File: src/rtl/riscv_pkg.sv
// Shared integer-pipeline constants: data width, register address width and load funct3 codes.
package riscv_pkg;

    localparam int unsigned XLEN   = 32;
    localparam int unsigned REG_AW = 5;

    localparam logic [2:0] F3_LB  = 3'b000;
    localparam logic [2:0] F3_LH  = 3'b001;
    localparam logic [2:0] F3_LW  = 3'b010;
    localparam logic [2:0] F3_LBU = 3'b100;
    localparam logic [2:0] F3_LHU = 3'b101;

    typedef logic [REG_AW-1:0] reg_addr_t;

endpackage

File: src/rtl/riscv_writeback_if.sv
// Bundle of the ALU/LSU result ports, issue port and register-file write port of the write-back stage.
interface riscv_writeback_if #(
    parameter int unsigned XLEN = riscv_pkg::XLEN
);
    logic                          alu_valid;
    logic                          alu_ready;
    logic [riscv_pkg::REG_AW-1:0]  alu_rd;
    logic [XLEN-1:0]               alu_data;

    logic                          lsu_valid;
    logic                          lsu_ready;
    logic [riscv_pkg::REG_AW-1:0]  lsu_rd;
    logic [XLEN-1:0]               lsu_rdata;
    logic [2:0]                    lsu_funct3;
    logic [1:0]                    lsu_addr_lo;

    logic                          issue_valid;
    logic [riscv_pkg::REG_AW-1:0]  issue_rd;

    logic                          write_enable;
    logic [riscv_pkg::REG_AW-1:0]  write_addr;
    logic [XLEN-1:0]               write_data;
    logic [31:0]                   pending;

    modport master (
        output alu_valid, alu_rd, alu_data,
        output lsu_valid, lsu_rd, lsu_rdata, lsu_funct3, lsu_addr_lo,
        output issue_valid, issue_rd,
        input  alu_ready, lsu_ready,
        input  write_enable, write_addr, write_data, pending
    );

    modport slave (
        input  alu_valid, alu_rd, alu_data,
        input  lsu_valid, lsu_rd, lsu_rdata, lsu_funct3, lsu_addr_lo,
        input  issue_valid, issue_rd,
        output alu_ready, lsu_ready,
        output write_enable, write_addr, write_data, pending
    );

endinterface

File: src/rtl/wb_fifo.sv
// Small synchronous FIFO with combinational head data; push/pop are ignored when full/empty.
module wb_fifo #(
    parameter int unsigned DEPTH = 4,
    parameter int unsigned WIDTH = 37
) (
    input  logic             clk,
    input  logic             rst_n,
    input  logic             push_i,
    input  logic             pop_i,
    input  logic [WIDTH-1:0] wdata_i,
    output logic [WIDTH-1:0] rdata_o,
    output logic             full_o,
    output logic             empty_o
);
    localparam int unsigned PtrW = (DEPTH > 1) ? $clog2(DEPTH) : 1;
    localparam int unsigned CntW = $clog2(DEPTH + 1);

    logic [WIDTH-1:0] mem_q [DEPTH];
    logic [PtrW-1:0]  wr_ptr_q, wr_ptr_d;
    logic [PtrW-1:0]  rd_ptr_q, rd_ptr_d;
    logic [CntW-1:0]  count_q, count_d;
    logic             do_push, do_pop;

    assign full_o  = (count_q == CntW'(DEPTH));
    assign empty_o = (count_q == '0);
    assign rdata_o = mem_q[rd_ptr_q];

    assign do_push = push_i && !full_o;
    assign do_pop  = pop_i && !empty_o;

    // DEPTH is a power of two, so the pointers wrap naturally.
    always_comb begin
        wr_ptr_d = do_push ? wr_ptr_q + PtrW'(1) : wr_ptr_q;
        rd_ptr_d = do_pop  ? rd_ptr_q + PtrW'(1) : rd_ptr_q;
        count_d  = count_q;
        if (do_push && !do_pop) begin
            count_d = count_q + CntW'(1);
        end else if (do_pop && !do_push) begin
            count_d = count_q - CntW'(1);
        end
    end

    always_ff @(posedge clk or negedge rst_n) begin
        if (!rst_n) begin
            wr_ptr_q <= '0;
            rd_ptr_q <= '0;
            count_q  <= '0;
        end else begin
            wr_ptr_q <= wr_ptr_d;
            rd_ptr_q <= rd_ptr_d;
            count_q  <= count_d;
        end
    end

    always_ff @(posedge clk) begin
        if (do_push) begin
            mem_q[wr_ptr_q] <= wdata_i;
        end
    end

endmodule

File: src/rtl/riscv_writeback.sv
// Write-back sequencer: merges ALU and buffered LSU results into the single register-file
// write port and tracks which destinations still have a write in flight.
module riscv_writeback #(
    parameter int unsigned XLEN           = riscv_pkg::XLEN,
    parameter int unsigned LSU_FIFO_DEPTH = 4
) (
    input  logic               clk,
    input  logic               rst_n,
    riscv_writeback_if.slave   bus
);
    import riscv_pkg::*;

    localparam int unsigned EntryW = REG_AW + XLEN;

    function automatic logic [XLEN-1:0] load_extend(
        input logic [XLEN-1:0] rdata,
        input logic [2:0]      funct3,
        input logic [1:0]      lo
    );
        logic [7:0]      b;
        logic [15:0]     h;
        logic [XLEN-1:0] res;
        b = rdata[{lo, 3'b000} +: 8];
        h = rdata[{lo[1], 4'b0000} +: 16];
        case (funct3)
            F3_LB:   res = {{(XLEN-8){b[7]}}, b};
            F3_LBU:  res = {{(XLEN-8){1'b0}}, b};
            F3_LH:   res = {{(XLEN-16){h[15]}}, h};
            F3_LHU:  res = {{(XLEN-16){1'b0}}, h};
            default: res = rdata;
        endcase
        return res;
    endfunction

    logic              fifo_full, fifo_empty, fifo_push, fifo_pop;
    logic [EntryW-1:0] fifo_wdata, fifo_head;
    reg_addr_t         head_rd;
    logic [XLEN-1:0]   head_data;

    logic              commit;
    reg_addr_t         commit_rd;
    logic [XLEN-1:0]   commit_data;

    logic              write_enable_q, write_enable_d;
    reg_addr_t         write_addr_q, write_addr_d;
    logic [XLEN-1:0]   write_data_q, write_data_d;
    logic [31:0]       pending_q, pending_d;

    assign fifo_wdata = {bus.lsu_rd, load_extend(bus.lsu_rdata, bus.lsu_funct3, bus.lsu_addr_lo)};
    assign fifo_push  = bus.lsu_valid && !fifo_full;
    assign head_rd    = fifo_head[EntryW-1 -: REG_AW];
    assign head_data  = fifo_head[XLEN-1:0];

    wb_fifo #(
        .DEPTH (LSU_FIFO_DEPTH),
        .WIDTH (EntryW)
    ) u_fifo (
        .clk     (clk),
        .rst_n   (rst_n),
        .push_i  (fifo_push),
        .pop_i   (fifo_pop),
        .wdata_i (fifo_wdata),
        .rdata_o (fifo_head),
        .full_o  (fifo_full),
        .empty_o (fifo_empty)
    );

    // A full FIFO pre-empts the ALU so loads can never starve.
    always_comb begin
        commit      = 1'b0;
        fifo_pop    = 1'b0;
        commit_rd   = '0;
        commit_data = '0;
        if (fifo_full) begin
            commit      = 1'b1;
            fifo_pop    = 1'b1;
            commit_rd   = head_rd;
            commit_data = head_data;
        end else if (bus.alu_valid) begin
            commit      = 1'b1;
            commit_rd   = bus.alu_rd;
            commit_data = bus.alu_data;
        end else if (!fifo_empty) begin
            commit      = 1'b1;
            fifo_pop    = 1'b1;
            commit_rd   = head_rd;
            commit_data = head_data;
        end
    end

    always_comb begin
        write_enable_d = commit && (commit_rd != '0);
        write_addr_d   = commit ? commit_rd   : write_addr_q;
        write_data_d   = commit ? commit_data : write_data_q;
        pending_d      = pending_q;
        if (commit && commit_rd != '0) begin
            pending_d[commit_rd] = 1'b0;
        end
        // Applied after the clear so a same-edge issue to the same register wins.
        if (bus.issue_valid && bus.issue_rd != '0) begin
            pending_d[bus.issue_rd] = 1'b1;
        end
        pending_d[0] = 1'b0;
    end

    always_ff @(posedge clk or negedge rst_n) begin
        if (!rst_n) begin
            write_enable_q <= 1'b0;
            write_addr_q   <= '0;
            write_data_q   <= '0;
            pending_q      <= '0;
        end else begin
            write_enable_q <= write_enable_d;
            write_addr_q   <= write_addr_d;
            write_data_q   <= write_data_d;
            pending_q      <= pending_d;
        end
    end

    assign bus.alu_ready    = !fifo_full;
    assign bus.lsu_ready    = !fifo_full;
    assign bus.write_enable = write_enable_q;
    assign bus.write_addr   = write_addr_q;
    assign bus.write_data   = write_data_q;
    assign bus.pending      = pending_q;

endmodule

File: src/flat_wrapper.sv
// flat-port wrapper written by rule: the top's interface ports become plain ports
module riscv_writeback_flat import riscv_pkg::*;
#(
    parameter int unsigned XLEN           = riscv_pkg::XLEN,
    parameter int unsigned LSU_FIFO_DEPTH = 4
)
  (clk, rst_n, bus_alu_valid, bus_alu_rd, bus_alu_data, bus_lsu_valid, bus_lsu_rd, bus_lsu_rdata, bus_lsu_funct3, bus_lsu_addr_lo, bus_issue_valid, bus_issue_rd, bus_alu_ready, bus_lsu_ready, bus_write_enable, bus_write_addr, bus_write_data, bus_pending);
  riscv_writeback_if #(.XLEN(XLEN)) bus_i ();
  input  logic clk;
  input  logic rst_n;
  input wire logic [$bits(bus_i.alu_valid)-1:0] bus_alu_valid;
  input wire logic [$bits(bus_i.alu_rd)-1:0] bus_alu_rd;
  input wire logic [$bits(bus_i.alu_data)-1:0] bus_alu_data;
  input wire logic [$bits(bus_i.lsu_valid)-1:0] bus_lsu_valid;
  input wire logic [$bits(bus_i.lsu_rd)-1:0] bus_lsu_rd;
  input wire logic [$bits(bus_i.lsu_rdata)-1:0] bus_lsu_rdata;
  input wire logic [$bits(bus_i.lsu_funct3)-1:0] bus_lsu_funct3;
  input wire logic [$bits(bus_i.lsu_addr_lo)-1:0] bus_lsu_addr_lo;
  input wire logic [$bits(bus_i.issue_valid)-1:0] bus_issue_valid;
  input wire logic [$bits(bus_i.issue_rd)-1:0] bus_issue_rd;
  output wire logic [$bits(bus_i.alu_ready)-1:0] bus_alu_ready;
  output wire logic [$bits(bus_i.lsu_ready)-1:0] bus_lsu_ready;
  output wire logic [$bits(bus_i.write_enable)-1:0] bus_write_enable;
  output wire logic [$bits(bus_i.write_addr)-1:0] bus_write_addr;
  output wire logic [$bits(bus_i.write_data)-1:0] bus_write_data;
  output wire logic [$bits(bus_i.pending)-1:0] bus_pending;
  assign bus_i.alu_valid = bus_alu_valid;
  assign bus_i.alu_rd = bus_alu_rd;
  assign bus_i.alu_data = bus_alu_data;
  assign bus_i.lsu_valid = bus_lsu_valid;
  assign bus_i.lsu_rd = bus_lsu_rd;
  assign bus_i.lsu_rdata = bus_lsu_rdata;
  assign bus_i.lsu_funct3 = bus_lsu_funct3;
  assign bus_i.lsu_addr_lo = bus_lsu_addr_lo;
  assign bus_i.issue_valid = bus_issue_valid;
  assign bus_i.issue_rd = bus_issue_rd;
  assign bus_alu_ready = bus_i.alu_ready;
  assign bus_lsu_ready = bus_i.lsu_ready;
  assign bus_write_enable = bus_i.write_enable;
  assign bus_write_addr = bus_i.write_addr;
  assign bus_write_data = bus_i.write_data;
  assign bus_pending = bus_i.pending;
  riscv_writeback #(.XLEN(XLEN), .LSU_FIFO_DEPTH(LSU_FIFO_DEPTH)) u_core (.clk(clk), .rst_n(rst_n), .bus(bus_i));
endmodule
File: config.mk
export PLATFORM = sky130hd
export DESIGN_NAME = riscv_writeback_flat
export DESIGN_NICKNAME = d
export VERILOG_FILES = /design/src/rtl/riscv_pkg.sv /design/src/rtl/riscv_writeback_if.sv /design/src/rtl/wb_fifo.sv /design/src/rtl/riscv_writeback.sv /design/src/flat_wrapper.sv
export SDC_FILE = /design/constraint.sdc
export NUM_CORES = 1
export LEC_CHECK = 0
export ABC_AREA = 0
export CELL_PAD_IN_SITES_DETAIL_PLACEMENT = 0
export CELL_PAD_IN_SITES_GLOBAL_PLACEMENT = 1
export CORE_MARGIN = 1.5
export CORE_UTILIZATION = 35
export DETAILED_ROUTE_END_ITERATION = 12
export HOLD_SLACK_MARGIN = 0.02
export PLACE_DENSITY_LB_ADDON = 0.1
export REMOVE_ABC_BUFFERS = 1
export SETUP_SLACK_MARGIN = 0.4
export SLEW_MARGIN = 20
export SYNTH_ARGS = -nofsm -noshare
export SYNTH_HDL_FRONTEND = slang
export SYNTH_SLANG_ARGS = --single-unit
File: constraint.sdc
create_clock -name clk -period 3.2 [get_ports clk]
set_input_delay 0.8 -clock clk [delete_from_list [all_inputs] [get_ports clk]]
set_output_delay 0.8 -clock clk [all_outputs]
set_load 0.02 [all_outputs]
==> out/metrics.csv, run 1 <==
metric,value,unit
outcome,completed,
Max IR drop VDD,0.391,mV
layout cells sized above 1,12.2,%
total wire length,28100,µm
WP data arrival,1.86,ns
RD Place Congestion,0.793,
Die X,174,µm
HP Class,in2async,
post-CTS resize count,5,
synthesized instance count,812,
area of the multi-input gates,3690,µm²
total gr overflow,0,
hold slack,0.192,ns
crit share post-route,83.0,%
ys async rst share,33.9,%
Initial DRC Count,421,
Max Fclk,0.377,GHz
Final HPWL DP,19000,µm
drt pass-1 iters,5,
register area,6350,µm²
placed cell area,12400,µm²
Clock Skew,0.0107,ns
DRC viols,0,
vias in the first global route,7496,
power per cell area,907,nW/µm²
initial antenna violation count,0,
clk buf depth,3,
first-pass GRT wire length,44200,µm
CTS buffer count,25,
crit path kind,reg2out,
post-CTS setup buffers,0,
via count,7299,
Initial Utilization,35.7,%
Core Area,28800,µm²
Clk pwr share,21.8,%
"Seq/Total Area, Yosys",61.7,%
ys flop type,edfxtp_1,
"EDFF count, synth",148,
FILL cells,2622,
largest net degree at the start of global routing,44,
Unique masters post-synth,55,
Hold Fails Final Rpt,0,
Tot GR Track Use,18.7,%
Area Growth Syn to Fin,28.0,%
clock latency on the worst-skew pair,0.51,ns
post-layout instance area,13200,µm²
Antenna Cells,0,
post-DR wirelength/cell,20.4,µm
root buf cell,clkbuf_16,
Port Buf Inserts,159,
die height,174,µm
RSZ-0062 raised after global routing,false,
fin. max-slew vios,0,
Tot Pwr,11.9,mW
Comb power frac,40.9,%
net count reported at finish,1067,
CTS tree,done,
Pleak,4.83,nW
DIE AREA,30400,µm²
via/cell ratio,5.31,
slew of the pin with the lowest slew margin,0.728,ns
Switching Share,36.1,%
FP Rows,62,
antenna violation net count after detailed routing,0,
clock-pin slew on the worst setup and hold paths,0.06,ns
crit start category,flip-flop,
final core utilization,45.8,%
Int Pwr,7.63,mW
synthesized area per cell,12.7,µm²
Seq cells post-synth,224,
CP max FO,20,
power share of the sequential group,37.3,%
Worst setup EP type,output port,
Final Setup Violations,0,
maxcap violations,0,
worst endpoint required time,2.40,ns
IO Pins,161,
min Tclk post-route,2.66,ns
Sw Pwr,4.31,mW
Mapped Area,10300,µm²
Synthesis Warnings,0,
Num Clock Sinks,224,
Rel. slew slack,51.5,%
"Hold-fix buffers, CTS",0,
Fin Setup TNS,0,ns
H-tree levels,1,
-- logic make-up after synthesis --
kind of cell	Yosys count	share of synthesized area, %
adder cells (fa/ha/maj)	6	0.803
multiplexers	43	8.72
other	1	0.0365
flip-flops	224	61.7
AO/OA/AOI/OAI	260	15.9
XOR/XNOR	6	0.511
buffers and inverters	62	2.47
AND/OR/NAND/NOR	210	9.87
-- flip-flops by register name (all words and copies together), names as in the netlist --
name	count
u_core.u_fifo.count_q	3
u_core.bus.write_addr	5
u_core.bus.pending	31
u_core.u_fifo.wr_ptr_q	2
u_core.u_fifo.rd_ptr_q	2
u_core.bus.write_enable	1
u_core.bus.write_data	32
u_core.u_fifo.mem_q	148
-- power groups by stage --
stage	Sequential, mW	Combinational [mW]	Clock (mW)
3_5_place_dp	4.51	4.96	0
6_report	4.45	4.89	2.61
5_1_grt	4.55	5.31	2.80
2_1_floorplan	5.13	2.11	0
3_3_place_gp	4.51	4.94	0
4_1_cts	4.47	4.97	2.70
-- final timing paths --
path | from | end | slack, ns | depth (start not counted)
max | u_core.u_fifo.count_q[0] | bus_lsu_ready | 0.54 | 4
min | rst_n | u_core.bus.pending[30] | 0.19 | 1
max reg2reg | u_core.u_fifo.rd_ptr_q[0] | u_core.bus.pending[19] | 0.73 | 6
min reg2reg | u_core.bus.pending[3] | u_core.bus.pending[3] | 0.50 | 2
max in group asynchronous | rst_n | u_core.bus.write_data[3] | 2.34 | 2
min in group clk | u_core.bus.pending[3] | u_core.bus.pending[3] | 0.50 | 2
-- worst max-delay path, stage by stage (launching register included) --
cell	delay (ns)
dfrtp_2	0.47
nor3b_4	0.20
buf_4	0.21
inv_4	0.12
dlygate4sd2_1	0.34
-- synthesized netlist by cell type (6+ instances only) --
| master | n | area, µm² |
|---|---|---|
| nor2_1 | 18 | 67.6 |
| nor3_1 | 6 | 30.0 |
| o21a_1 | 34 | 255 |
| o211ai_1 | 6 | 45.0 |
| nand3_1 | 7 | 35.0 |
| or3_1 | 6 | 37.5 |
| o22ai_1 | 34 | 213 |
| nor3b_1 | 6 | 45.0 |
| mux4_2 | 37 | 833 |
| o21ai_1 | 16 | 80.1 |
| dfrtp_1 | 76 | 1900 |
| a22o_1 | 7 | 61.3 |
| inv_1 | 7 | 26.3 |
| a221o_1 | 6 | 60.1 |
| o21ai_0 | 61 | 305 |
| a21oi_1 | 58 | 290 |
| edfxtp_1 | 148 | 4440 |
| nand2b_1 | 36 | 225 |
| o22a_1 | 7 | 61.3 |
| clkbuf_1 | 41 | 154 |
| and3_1 | 7 | 43.8 |
| nand2_1 | 106 | 398 |
| a21o_1 | 10 | 75.1 |
-- final cells by class --
cell class,count,share of cell area (%)
flip-flops and latches,224,48.2
multi-input cells,526,28.0
repair buffers,187,14.2
clock buffers,30,5.05
well taps,384,3.65
clock inverters,16,0.618
inverters,8,0.247
-- metal layers --
metal	global-route usage (%)	share of wire, %	vias up
li1	-	-	3406
met1	26.2	46	3640
met2	30.9	48	224
met3	2.78	5.1	29
met4	3.88	1.4	0
met5	0	0	-
-- cells in the final DEF, fill, tap and decap left out, drive strengths merged, types with 5 or more instances in the layout --
master | synthesis | routed
clkdlybuf4s50 | 0 | 155
edfxtp | 148 | 148
nand2 | 106 | 106
o21ai | 77 | 77
dfrtp | 76 | 76
a21oi | 58 | 58
mux4 | 37 | 37
nand2b | 36 | 36
o21a | 34 | 34
o22ai | 34 | 34
clkbuf | 41 | 30
buf | 13 | 30
nor2 | 18 | 18
clkinv | 0 | 13
a21o | 10 | 10
inv | 8 | 9
o22a | 7 | 7
a22o | 7 | 7
nand3 | 7 | 7
nor3b | 7 | 7
and3 | 7 | 7
or3 | 6 | 6
a221o | 6 | 6
nor3 | 6 | 6
o211ai | 6 | 6
and2 | 5 | 5
ha | 5 | 5
-- per-stage QoR --
| step | worst slack (ns) | std cells |
|---|---|---|
| 2_1_floorplan | 0.0339 | 758 |
| 3_3_place_gp | 0.373 | 1329 |
| 3_5_place_dp | 0.339 | 1329 |
| 4_1_cts | 0.509 | 1375 |
| 5_1_grt | 0.464 | 1375 |
| 6_report | 0.544 | 1375 |
Note: power is estimated with default switching activity, not from simulation.
==> run 2, diff against run 1 <==
==> constraint.sdc (replaced) <==
create_clock -name clk -period 2.7 [get_ports clk]
set_input_delay 0.675 -clock clk [delete_from_list [all_inputs] [get_ports clk]]
set_output_delay 0.675 -clock clk [all_outputs]
set_load 0.02 [all_outputs]
==> run 2 against run 1 <==
Utilization up 0.48 points. Largest power group unchanged. Worst setup slack worse by 0.067 ns. Clock power up 23%. Total power up 21%.
==> out/metrics.csv, run 2 (synthesis results as in run 1) <==
metric,value,unit,change
total wire length,28200,µm,was 28100 µm
outcome,completed,,unchanged
most frequent cells in the layout,"clkdlybuf4s50_1 (155), edfxtp_1 (148), nand2_1 (105)",,"was clkdlybuf4s50_1 (155), edfxtp_1 (148), nand2_1 (106)"
WP data arrival,2.61,ns,was 1.86 ns
CP dominant cell by count,buf_4,,
Rel. slew slack,54.4,%,was 51.5%
Max IR drop VDD,0.446,mV,was 0.391 mV
root buf cell,clkbuf_16,,unchanged
Final HPWL DP,19200,µm,was 19000 µm
DRC viols,0,,unchanged
clock latency on the worst-skew pair,0.51,ns,about the same
RSZ-0062 raised after global routing,true,,was false
Clock Skew,0.0115,ns,was 0.0107 ns
FILL cells,2605,,was 2622
Antenna Cells,0,,unchanged
layout cells sized above 1,13.4,%,was 12.2%
Initial DRC Count,578,,was 421
max FFs per register,148,,unchanged
Bufs and invs on worst path,2,,was 3
Top Metal Used,met4,,unchanged
WL met2,13600,µm,was 13400 µm
Core Area,28800,µm²,unchanged
Worst path slowest cell,dfrtp_2,,unchanged
post-DR wirelength/cell,20.3,µm,was 20.4 µm
IO Pins,161,,unchanged
CP Cell Sequence,"buf_4, or3_1, buf_4, a32oi_2, nand4_1, o21ai_0, nand2_1",,"was nor3b_4, buf_4, inv_4, dlygate4sd2_1"
top cell family by delay on the critical path,simple AND/OR/NAND/NOR gates,,was buffers and inverters
Tot GR Track Use,18.7,%,about the same
initial antenna violation count,0,,unchanged
vias in the first global route,7511,,was 7496
crit share post-route,82.3,%,
RD Place Congestion,0.792,,was 0.793
"Hold-fix buffers, CTS",0,,unchanged
area of the multi-input gates,3700,µm²,was 3690 µm²
maxcap violations,0,,unchanged
Initial Utilization,35.7,%,unchanged
DIE AREA,30400,µm²,unchanged
Num Clock Sinks,224,,unchanged
"commonest non-fill, non-tap cell in the layout",clkdlybuf4s50_1,,unchanged
total gr overflow,0,,unchanged
Worst setup EP type,flip-flop,,was output port
CP max FO,7,,was 20
Die X,174,µm,unchanged
crit start category,flip-flop,,unchanged
power per cell area,1080,nW/µm²,was 907 nW/µm²
CTS buffer count,25,,unchanged
net count reported at finish,1081,,was 1067
Largest Register,u_core.u_fifo.mem_q,,unchanged
H-tree levels,1,,unchanged
pre-CTS setup slack,0.0139,ns,was 0.339 ns
Area Growth Syn to Fin,29.4,%,was 28.0%
CTS tree,done,,unchanged
register area,6350,µm²,unchanged
M1 WL,12800,µm,about the same
fin. max-slew vios,0,,unchanged
drt pass-1 iters,5,,unchanged
hold slack,0.109,ns,was 0.192 ns
die height,174,µm,unchanged
met3 WL,1210,µm,was 1420 µm
Port Buf Inserts,159,,unchanged
Final WS setup,0.477,ns,was 0.544 ns
via/cell ratio,5.27,,was 5.31
Max Fclk,0.450,GHz,
slew of the pin with the lowest slew margin,0.679,ns,was 0.728 ns
FP Rows,62,,unchanged
antenna violation net count after detailed routing,0,,unchanged
Pleak,4.91,nW,was 4.83 nW
Max stage delay on crit path,0.42,ns,was 0.47 ns
largest net degree at the start of global routing,43,,was 44
Hold Fails Final Rpt,0,,unchanged
crit path kind,reg2reg,,was reg2out
HP Class,in2async,,unchanged
min Tclk post-route,2.22,ns,
clk buf depth,3,,unchanged
Final Setup Violations,0,,unchanged
worst endpoint required time,3.09,ns,was 2.40 ns
via count,7311,,was 7299
final core utilization,46.2,%,was 45.8%
clock-pin slew on the worst setup and hold paths,0.06,ns,about the same
first-pass GRT wire length,44200,µm,about the same
run 2: routing by layer:
metal | vias up | track usage [%]
li1 | 3440 | -
met1 | 3643 | 25.9
met2 | 184 | 30.9
met3 | 44 | 2.87
met4 | 0 | 4.38
met5 | - | 0
run 2: final timing paths:
check | start | to | slack [ns] | cells past startpoint
setup / recovery | u_core.u_fifo.count_q[0] | u_core.bus.pending[8] | 0.48 | 7
hold / removal | rst_n | u_core.bus.pending[6] | 0.11 | 1
setup reg to reg | u_core.u_fifo.count_q[0] | u_core.bus.pending[8] | 0.48 | 7
hold reg to reg | u_core.bus.pending[22] | u_core.bus.pending[22] | 0.49 | 2
max in group asynchronous | rst_n | u_core.bus.write_data[28] | 1.98 | 2
min in group clk | u_core.bus.pending[22] | u_core.bus.pending[22] | 0.49 | 2
run 2: repair_timing:
action                                  4_1_cts  5_1_grt
pin swaps                                     1        1
buffers inserted                              2        4
endpoints found under the setup margin        2       38
endpoints found under the hold margin         0        0
gates resized for setup                       9        7
run 2: cell type report:
cell class                 instances  area share, %
sequential                       224           47.7
multi-input combinational        526           27.8
timing repair buffer             201           14.8
clock buffer                      41           5.45
tap                              384           3.61
clock inverter                     4          0.338
inverter                           8          0.263
run 2: per-stage QoR:
stage / power, mW / cell area, µm² / std cells / TNS [ns]
2_1_floorplan: 8.58 / 10100 / 758 / -66.92
3_3_place_gp: 11.2 / 12500 / 1337 / 0
3_5_place_dp: 11.2 / 12500 / 1337 / 0
4_1_cts: 14.5 / 13300 / 1384 / 0
5_1_grt: 15.2 / 13300 / 1388 / 0
6_report: 14.4 / 13300 / 1388 / 0
run 2: worst reg2reg max path, stage by stage (launching register included):
cell and delay (ns):
dfrtp_2 0.42, buf_4 0.17, or3_1 0.39, buf_4 0.19
a32oi_2 0.35, nand4_1 0.29, o21ai_0 0.24, nand2_1 0.07
run 2: where the power goes:
group / total, mW / internal, mW / switching (mW)
logic: 5.92 / 2.60 / 3.33
clock network: 3.22 / 1.92 / 1.31
registers: 5.25 / 4.77 / 0.474
